<file path="src/rtl/poly_note_allocator_if.sv">
// Report handshake bundle for poly_note_allocator.
//   report_valid : producer has a HID report on keycodes
//   report_ready : allocator is idle and will accept a report
//   keycodes     : NUM_KEYS keycode slots, slot k = bits [8k+7:8k], 0x00 = empty
interface poly_note_allocator_if #(
  parameter int unsigned NUM_KEYS = 6
) ();
  logic                  report_valid;
  logic                  report_ready;
  logic [8*NUM_KEYS-1:0] keycodes;

  modport master (output report_valid, output keycodes, input report_ready);
  modport slave  (input report_valid, input keycodes, output report_ready);
endinterface

</file>
<file path="src/rtl/poly_note_allocator.sv">
// Polyphonic note allocator: diffs each HID keyboard report against the
// previous one, releases voices for lifted keys and allocates voices for new
// keys (lowest free voice, otherwise steal the oldest).
//   Clk, Reset_n  : clock, asynchronous active-low reset
//   rpt           : report handshake (valid/ready/keycodes)
//   octaveBase    : one-hot octave select, sampled at each press
//   panic         : synchronous release of all voices, abandons any scan
//   voice_noteIdx : 7-bit note index per voice
//   voice_gate    : voice held
//   voice_trig    : 1-cycle pulse on (re)allocation
//   voice_off     : 1-cycle pulse on release
//   busy          : ~report_ready
module poly_note_allocator #(
  parameter int unsigned NUM_KEYS   = 6,
  parameter int unsigned NUM_VOICES = 4,
  parameter int unsigned AGE_W      = 8
) (
  input  logic                    Clk,
  input  logic                    Reset_n,
  poly_note_allocator_if.slave    rpt,
  input  logic [7:0]              octaveBase,
  input  logic                    panic,
  output logic [7*NUM_VOICES-1:0] voice_noteIdx,
  output logic [NUM_VOICES-1:0]   voice_gate,
  output logic [NUM_VOICES-1:0]   voice_trig,
  output logic [NUM_VOICES-1:0]   voice_off,
  output logic                    busy
);
  localparam int unsigned KW = (NUM_KEYS > 1) ? $clog2(NUM_KEYS) : 1;
  localparam int unsigned VW = (NUM_VOICES > 1) ? $clog2(NUM_VOICES) : 1;
  localparam logic [KW-1:0] LAST_SLOT = KW'(NUM_KEYS - 1);

  typedef enum logic [1:0] {IDLE, REL, PRS, COMMIT} state_t;

  state_t        state, state_n;
  logic [KW-1:0] slot, slot_n;

  logic [7:0]       cur  [NUM_KEYS];
  logic [7:0]       prev [NUM_KEYS];
  logic [7:0]       vkey [NUM_VOICES];
  logic [AGE_W-1:0] age  [NUM_VOICES];
  logic [6:0]       note [NUM_VOICES];

  logic                  ready, accept, rollover;
  logic [7:0]            cur_k, prev_k;
  logic [5:0]            cur_map, prev_map;
  logic                  prev_in_cur, cur_in_prev, held, any_free;
  logic [NUM_VOICES-1:0] rel_mask;
  logic [VW-1:0]         tgt, victim;
  logic [AGE_W-1:0]      best_age;
  logic                  do_rel, do_prs;
  logic [6:0]            new_note;

  // {mapped, noteNum[4:0]}
  function automatic logic [5:0] note_map(input logic [7:0] kc);
    case (kc)
      8'h1D: return {1'b1, 5'd0};
      8'h04: return {1'b1, 5'd1};
      8'h1B: return {1'b1, 5'd2};
      8'h16: return {1'b1, 5'd3};
      8'h06: return {1'b1, 5'd4};
      8'h07: return {1'b1, 5'd5};
      8'h19: return {1'b1, 5'd6};
      8'h09: return {1'b1, 5'd7};
      8'h05: return {1'b1, 5'd8};
      8'h0A: return {1'b1, 5'd9};
      8'h11: return {1'b1, 5'd10};
      8'h0B: return {1'b1, 5'd11};
      8'h10: return {1'b1, 5'd12};
      8'h0D: return {1'b1, 5'd13};
      8'h36: return {1'b1, 5'd14};
      8'h0E: return {1'b1, 5'd15};
      8'h37: return {1'b1, 5'd16};
      8'h0F: return {1'b1, 5'd17};
      8'h38: return {1'b1, 5'd18};
      8'h33: return {1'b1, 5'd19};
      8'h34: return {1'b1, 5'd21};
      8'h14: return {1'b1, 5'd10};
      8'h1A: return {1'b1, 5'd12};
      8'h08: return {1'b1, 5'd14};
      8'h15: return {1'b1, 5'd16};
      8'h17: return {1'b1, 5'd18};
      8'h1C: return {1'b1, 5'd20};
      8'h18: return {1'b1, 5'd22};
      8'h0C: return {1'b1, 5'd24};
      8'h12: return {1'b1, 5'd26};
      8'h13: return {1'b1, 5'd28};
      default: return '0;
    endcase
  endfunction

  function automatic logic [6:0] note_base(input logic [7:0] oct);
    case (oct)
      8'h80:   return 7'd6;
      8'h40:   return 7'd18;
      8'h20:   return 7'd30;
      8'h10:   return 7'd42;
      8'h08:   return 7'd54;
      8'h04:   return 7'd66;
      8'h02:   return 7'd78;
      default: return 7'd90;
    endcase
  endfunction

  assign ready            = (state == IDLE);
  assign rpt.report_ready = ready;
  assign busy             = ~ready;

  always_comb begin
    voice_noteIdx = '0;
    for (int unsigned v = 0; v < NUM_VOICES; v++) voice_noteIdx[7*v +: 7] = note[v];
  end

  // Per-slot decode for the REL/PRS step currently being processed.
  always_comb begin
    rollover = 1'b0;
    for (int unsigned k = 0; k < NUM_KEYS; k++)
      if (rpt.keycodes[8*k +: 8] == 8'h01) rollover = 1'b1;

    cur_k    = cur[slot];
    prev_k   = prev[slot];
    cur_map  = note_map(cur_k);
    prev_map = note_map(prev_k);

    prev_in_cur = 1'b0;
    cur_in_prev = 1'b0;
    for (int unsigned k = 0; k < NUM_KEYS; k++) begin
      if (cur[k] == prev_k) prev_in_cur = 1'b1;
      if (prev[k] == cur_k) cur_in_prev = 1'b1;
    end

    held     = 1'b0;
    rel_mask = '0;
    for (int unsigned v = 0; v < NUM_VOICES; v++) begin
      if (voice_gate[v] && vkey[v] == cur_k)  held        = 1'b1;
      if (voice_gate[v] && vkey[v] == prev_k) rel_mask[v] = 1'b1;
    end

    any_free = 1'b0;
    tgt      = '0;
    for (int unsigned v = 0; v < NUM_VOICES; v++)
      if (!voice_gate[v] && !any_free) begin
        any_free = 1'b1;
        tgt      = VW'(v);
      end

    // Strict '>' keeps the lowest index on equal ages.
    victim   = '0;
    best_age = age[0];
    for (int unsigned v = 1; v < NUM_VOICES; v++)
      if (age[v] > best_age) begin
        best_age = age[v];
        victim   = VW'(v);
      end
    if (!any_free) tgt = victim;

    new_note = note_base(octaveBase) + {2'b00, cur_map[4:0]};
    do_rel   = (state == REL) && prev_map[5] && !prev_in_cur;
    do_prs   = (state == PRS) && cur_map[5] && !cur_in_prev && !held;
  end

  always_comb begin
    state_n = state;
    slot_n  = slot;
    accept  = 1'b0;
    case (state)
      IDLE:
        if (rpt.report_valid && !rollover) begin
          accept  = 1'b1;
          state_n = REL;
          slot_n  = '0;
        end
      REL:
        if (slot == LAST_SLOT) begin
          state_n = PRS;
          slot_n  = '0;
        end else begin
          slot_n = slot + KW'(1);
        end
      PRS:
        if (slot == LAST_SLOT) begin
          state_n = COMMIT;
          slot_n  = '0;
        end else begin
          slot_n = slot + KW'(1);
        end
      COMMIT:  state_n = IDLE;
      default: state_n = IDLE;
    endcase
    if (panic) begin
      state_n = IDLE;
      slot_n  = '0;
      accept  = 1'b0;
    end
  end

  always_ff @(posedge Clk or negedge Reset_n) begin
    if (!Reset_n) begin
      state <= IDLE;
      slot  <= '0;
    end else begin
      state <= state_n;
      slot  <= slot_n;
    end
  end

  always_ff @(posedge Clk or negedge Reset_n) begin
    if (!Reset_n) begin
      voice_gate <= '0;
      voice_trig <= '0;
      voice_off  <= '0;
      for (int unsigned v = 0; v < NUM_VOICES; v++) begin
        vkey[v] <= '0;
        age[v]  <= '0;
        note[v] <= '0;
      end
      for (int unsigned k = 0; k < NUM_KEYS; k++) begin
        cur[k]  <= '0;
        prev[k] <= '0;
      end
    end else begin
      voice_trig <= '0;
      voice_off  <= '0;
      if (panic) begin
        voice_off  <= voice_gate;
        voice_gate <= '0;
        for (int unsigned k = 0; k < NUM_KEYS; k++) prev[k] <= '0;
      end else begin
        if (accept)
          for (int unsigned k = 0; k < NUM_KEYS; k++) cur[k] <= rpt.keycodes[8*k +: 8];
        if (do_rel) begin
          voice_gate <= voice_gate & ~rel_mask;
          voice_off  <= rel_mask;
        end
        if (do_prs) begin
          for (int unsigned v = 0; v < NUM_VOICES; v++) begin
            if (VW'(v) == tgt) begin
              vkey[v]       <= cur_k;
              note[v]       <= new_note;
              age[v]        <= '0;
              voice_gate[v] <= 1'b1;
              voice_trig[v] <= 1'b1;
            end else if (voice_gate[v] && age[v] != '1) begin
              age[v] <= age[v] + AGE_W'(1);
            end
          end
        end
        if (state == COMMIT)
          for (int unsigned k = 0; k < NUM_KEYS; k++) prev[k] <= cur[k];
      end
    end
  end
endmodule

</file>
<file path="src/flat_wrapper.sv">
// flat-port wrapper written by rule: the top's interface ports become plain ports
module poly_note_allocator_flat 
#(
  parameter int unsigned NUM_KEYS   = 6,
  parameter int unsigned NUM_VOICES = 4,
  parameter int unsigned AGE_W      = 8
)
  (Clk, Reset_n, octaveBase, panic, voice_noteIdx, voice_gate, voice_trig, voice_off, busy, rpt_report_valid, rpt_keycodes, rpt_report_ready);
  poly_note_allocator_if #(.NUM_KEYS(NUM_KEYS)) rpt_i ();
  input  logic Clk;
  input  logic Reset_n;
  input  logic [7:0] octaveBase;
  input  logic panic;
  output logic [7*NUM_VOICES-1:0] voice_noteIdx;
  output logic [NUM_VOICES-1:0] voice_gate;
  output logic [NUM_VOICES-1:0] voice_trig;
  output logic [NUM_VOICES-1:0] voice_off;
  output logic busy;
  input wire logic [$bits(rpt_i.report_valid)-1:0] rpt_report_valid;
  input wire logic [$bits(rpt_i.keycodes)-1:0] rpt_keycodes;
  output wire logic [$bits(rpt_i.report_ready)-1:0] rpt_report_ready;
  assign rpt_i.report_valid = rpt_report_valid;
  assign rpt_i.keycodes = rpt_keycodes;
  assign rpt_report_ready = rpt_i.report_ready;
  poly_note_allocator #(.NUM_KEYS(NUM_KEYS), .NUM_VOICES(NUM_VOICES), .AGE_W(AGE_W)) u_core (.Clk(Clk), .Reset_n(Reset_n), .rpt(rpt_i), .octaveBase(octaveBase), .panic(panic), .voice_noteIdx(voice_noteIdx), .voice_gate(voice_gate), .voice_trig(voice_trig), .voice_off(voice_off), .busy(busy));
endmodule
</file>
<file path="config.mk">
export PLATFORM = sky130hd
export DESIGN_NAME = poly_note_allocator_flat
export DESIGN_NICKNAME = d
export VERILOG_FILES = /design/src/rtl/poly_note_allocator_if.sv /design/src/rtl/poly_note_allocator.sv /design/src/flat_wrapper.sv
export SDC_FILE = /design/constraint.sdc
export NUM_CORES = 1
export LEC_CHECK = 0
export ABC_AREA = 1
export BUFFER_PORTS_ARGS = -buffer_cell sky130_fd_sc_hd__buf_4
export CELL_PAD_IN_SITES_DETAIL_PLACEMENT = 1
export CELL_PAD_IN_SITES_GLOBAL_PLACEMENT = 1
export CORE_ASPECT_RATIO = 1.1
export CORE_MARGIN = 2
export CORE_UTILIZATION = 44
export CTS_CLUSTER_DIAMETER = 100
export DETAILED_ROUTE_END_ITERATION = 8
export GPL_TIMING_DRIVEN = 0
export PLACE_DENSITY_LB_ADDON = 0.1
export REMOVE_ABC_BUFFERS = 1
export SLEW_MARGIN = 25
export SYNTH_ARGS = -nofsm -noshare
export SYNTH_HDL_FRONTEND = slang
export SYNTH_SLANG_ARGS = --single-unit
</file>
<file path="constraint.sdc">
create_clock -name Clk -period 7.2 [get_ports Clk]
set_clock_uncertainty 0.05 [all_clocks]
set_input_delay 0.36 -clock Clk [delete_from_list [all_inputs] [get_ports Clk]]
set_output_delay 0.36 -clock Clk [all_outputs]
set_load 0.03 [all_outputs]
</file>
==> key figures <==
Global route
  • Most crowded layer after global routing: met2
  • Global-route wire length before repair: 80.7 mm
  • Met2 usage: 0.515
  • Vias in the first global route: 15000
  • Largest net degree at the start of global routing: 77
  • Gr usage total: 0.295
  • Met1 global-route usage: 0.371
  • Initial antenna violation count: 0
  • M3 GR Usage: 0.0265
  • Grt ovf: 0

Layout
  • Nets: 2327
  • Fillers: 4322
  • Non-filler cells, final: 2663
  • Post-route cell area: 16500 µm²
  • Layout cells sized above 1: 0.0983
  • FF+latch area: 5130 µm²
  • Footprint of the multi-input gates: 7920 µm²
  • Number of antenna diodes: 0
  • Area Overhead vs Synth: 13.9%

Synthesis
  • Cell variety after synth: 48
  • Synth Flop Type: dfrtp_1
  • Synthesized cell area: 14500 µm²
  • Number of enable flip-flop cells after synthesis: 0
  • Sequential-to-total area share from yosys stat: 0.355
  • Syn Inst Count: 2162
  • Yosys reg bits: 205
  • Synthesis warning total: 0
  • Syn avg cell area: 6.69 µm²
  • Asr flop ratio synth: 1.00

Placed design
  • I/O Buffers: 101
  • Post-DP HPWL: 36.7 mm
  • Dpl cells: 2615
  • RD Place Congestion: 0.944
  • Pre-CTS setup slack: 0.372 ns
  • Area after DPL: 15600 µm²

STA
  • Fin. max-slew vios: 0
  • Final period util: 0.890
  • Hold WS: 0.0225 ns
  • Setup ws final: 0.789 ns
  • Setup-failing EPs final: 0
  • Max Fclk: 156 MHz
  • Worst rel slew slack: 0.326
  • Final Hold Viols: 0
  • Final worst path period need: 6.41 ns
  • RSZ-0062 raised after global routing: false
  • Worst-Margin Slew: 1.01 ns

Floorplan
  • Die Y: 194 µm
  • Rows: 69
  • Core Area: 32400 µm²
  • Initial Utilization: 0.447
  • Top Ports: 102
  • Die X-Extent: 177 µm
  • Total die area: 34300 µm²

Hold path
  • Hold Crit Start: rpt_keycodes[8]
  • Worst Hold Class: in2reg

Clock tree
  • CTS tree: done
  • TritonCTS Buffers: 26
  • CTS H-tree lvls: 1
  • Clk root buf: clkbuf_16
  • CTS max path bufs: 3
  • Sink Count: 205
  • Clock-pin transition on the worst setup and hold timing paths: 0.06 ns
  • Later-pin clock latency in the skew report: 0.55 ns

Pwr
  • Maximum vdd drop: 191 µV
  • Lkg Pwr: 8.85 nW
  • Overall power: 7.02 mW
  • Total power divided by cell area: 426 nW/µm²

Critical path
  • Data required, critical path: 7.58 ns
  • Crit end category: register
  • R2R Path Start: u_core.age[31]$_DFFE_PN0P_
  • Crit. Startpoint: u_core.age[31]$_DFFE_PN0P_
  • CP startpoint kind: register
  • WP data arrival: 6.79 ns
  • Crit path kind: reg2reg
  • Crit-path max FO: 18

Routing
  • Post-DRT Antenna Nets: 0
  • DR iter-0 viols: 798
  • Final WL: 50.4 mm
  • Drt first pass iters: 5
  • Vias: 14700
  • DRC: 0
  • Wire per inst: 18.9 µm
  • Vias per cell: 5.53

Job
  • Max-Cap Viols: 0

Status
  • Status: finished clean
-- kinds of logic after synthesis --
logic type,Yosys count,share of synthesized area
fa+ha+maj,46,0.0403
buf+inv,359,0.103
compound gates,232,0.0963
simple gates,1266,0.373
flops,205,0.355
xor+xnor,54,0.0327
-- per-stage QoR --
stage	setup TNS, ns	utilization
after detailed placement	0	0.481
after floorplan	0	-
after global routing	0	0.509
final	0	0.509
after global placement	-91.30	0.473
after CTS	0	0.506
-- cell type report --
cell class	count	area share
clock buffer	39	0.0480
sequential	205	0.312
timing repair buffer	113	0.0618
tap	426	0.0324
inverter	277	0.0631
multi-input combinational	1598	0.481
clock inverter	5	0.00167
-- critical path, stage by stage (launching register included) --
cell,delay (ns)
dfrtp_1,0.47
inv_1,0.07
ha_1,0.29
nand2_1,0.07
nor2_1,0.18
nand2_1,0.07
a21boi_0,0.37
inv_1,0.30
o21ai_0,0.40
ha_1,0.32
a21oi_1,0.16
o21ai_0,0.10
nand2_1,0.06
nand2_1,0.04
nand2_1,0.35
o21ai_0,0.21
ha_1,0.36
nand2_1,0.09
nor2_1,0.14
nand4_1,0.14
a21oi_1,0.23
nand3_1,0.22
nand2_1,0.39
nand2_1,0.20
nor2_4,0.43
nand3_4,0.32
nand2_1,0.16
nand2_1,0.08
-- layout by cell type, fill, tap and decap left out, types with 8 or more instances in the layout --
cell,instances
a21oi_1,66
buf_16,8
buf_4,103
clkbuf_16,27
dfrtp_1,204
ha_1,45
inv_1,257
inv_2,16
nand2_1,786
nand2_2,12
nand3_1,249
nand4_1,31
nor2_1,132
nor2_4,8
nor3_1,14
o211ai_1,15
o21ai_0,72
o22ai_1,49
xor2_1,47
-- registers in the layout, indices dropped and copies added, names as in the netlist --
name,flops
u_core.prev,48
u_core.vkey,32
u_core.voice_trig,4
u_core.voice_off,4
u_core.voice_noteIdx,28
u_core.voice_gate,4
u_core.cur,48
u_core.age,32
u_core.state,2
u_core.slot,3
-- cells in the mapped netlist, types with 2 or more instances --
cell      count  area share
a21oi_1      70       0.024
nor2_1      136       0.035
inv_2        16      0.0042
nand3_2       6      0.0042
nor2_2        2     0.00087
nand3_1     251       0.087
nand3b_1      2      0.0010
o211ai_1     15      0.0078
nor4_1        7      0.0030
nor3b_1       2      0.0010
nand4_1      31       0.013
a31oi_1       5      0.0022
nand3_4       4      0.0048
dfrtp_1     205        0.35
xor2_1       47       0.028
buf_4        14      0.0073
nand2_2      11      0.0048
nor2b_1       2     0.00087
inv_1       257       0.067
a211oi_1      2      0.0010
or2_2         5      0.0022
nor3_1       14      0.0048
xnor2_1       7      0.0042
buf_6         8      0.0062
buf_2        26      0.0090
nand2_1     787        0.20
ha_1         45       0.039
o21ai_0      72       0.025
o22ai_1      49       0.021
o211ai_4      3      0.0044
clkbuf_1     34      0.0088
nor2_4        3      0.0023
o21a_1        2      0.0010
clkinv_1      4      0.0010
a21boi_1      2      0.0010
o211ai_2      3      0.0026
a21boi_0      2      0.0010
-- power by group --
group / leakage [nW] / internal (mW) / total [mW] / switching, mW
Combinational: 5.70 / 1.17 / 4.15 / 2.99
Clock: 0.405 / 0.749 / 1.28 / 0.528
Sequential: 2.74 / 1.37 / 1.59 / 0.217
-- layer usage --
layer | part of all wire | routed length, µm
met4 | 0.043 | 2190
met3 | 0.037 | 1890
met1 | 0.42 | 21200
met2 | 0.50 | 25100
met5 | 0 | 0
-- timing repair --
action | CTS | global route
hold buffers | 1 | 0
setup endpoints to repair | 0 | 96
gates resized for setup | 0 | 11
setup buffers | 0 | 3
hold endpoints to repair | 56 | 0
-- worst paths after layout --
check                                                        to  slack (ns)  cells past startpoint
min                                  u_core.cur[32]$_DFFE_PN0P_        0.02                      3
max reg2reg                u_core.voice_noteIdx[18]$_DFFE_PN0P_        0.79                     27
min reg2reg                u_core.voice_noteIdx[27]$_DFFE_PN0P_        0.43                      2
max in group asynchronous            u_core.cur[41]$_DFFE_PN0P_        6.02                      3
max                        u_core.voice_noteIdx[18]$_DFFE_PN0P_        0.79                     27
min in group asynchronous            u_core.age[19]$_DFFE_PN0P_        0.27                      2
(Power assumes the default switching activity.)
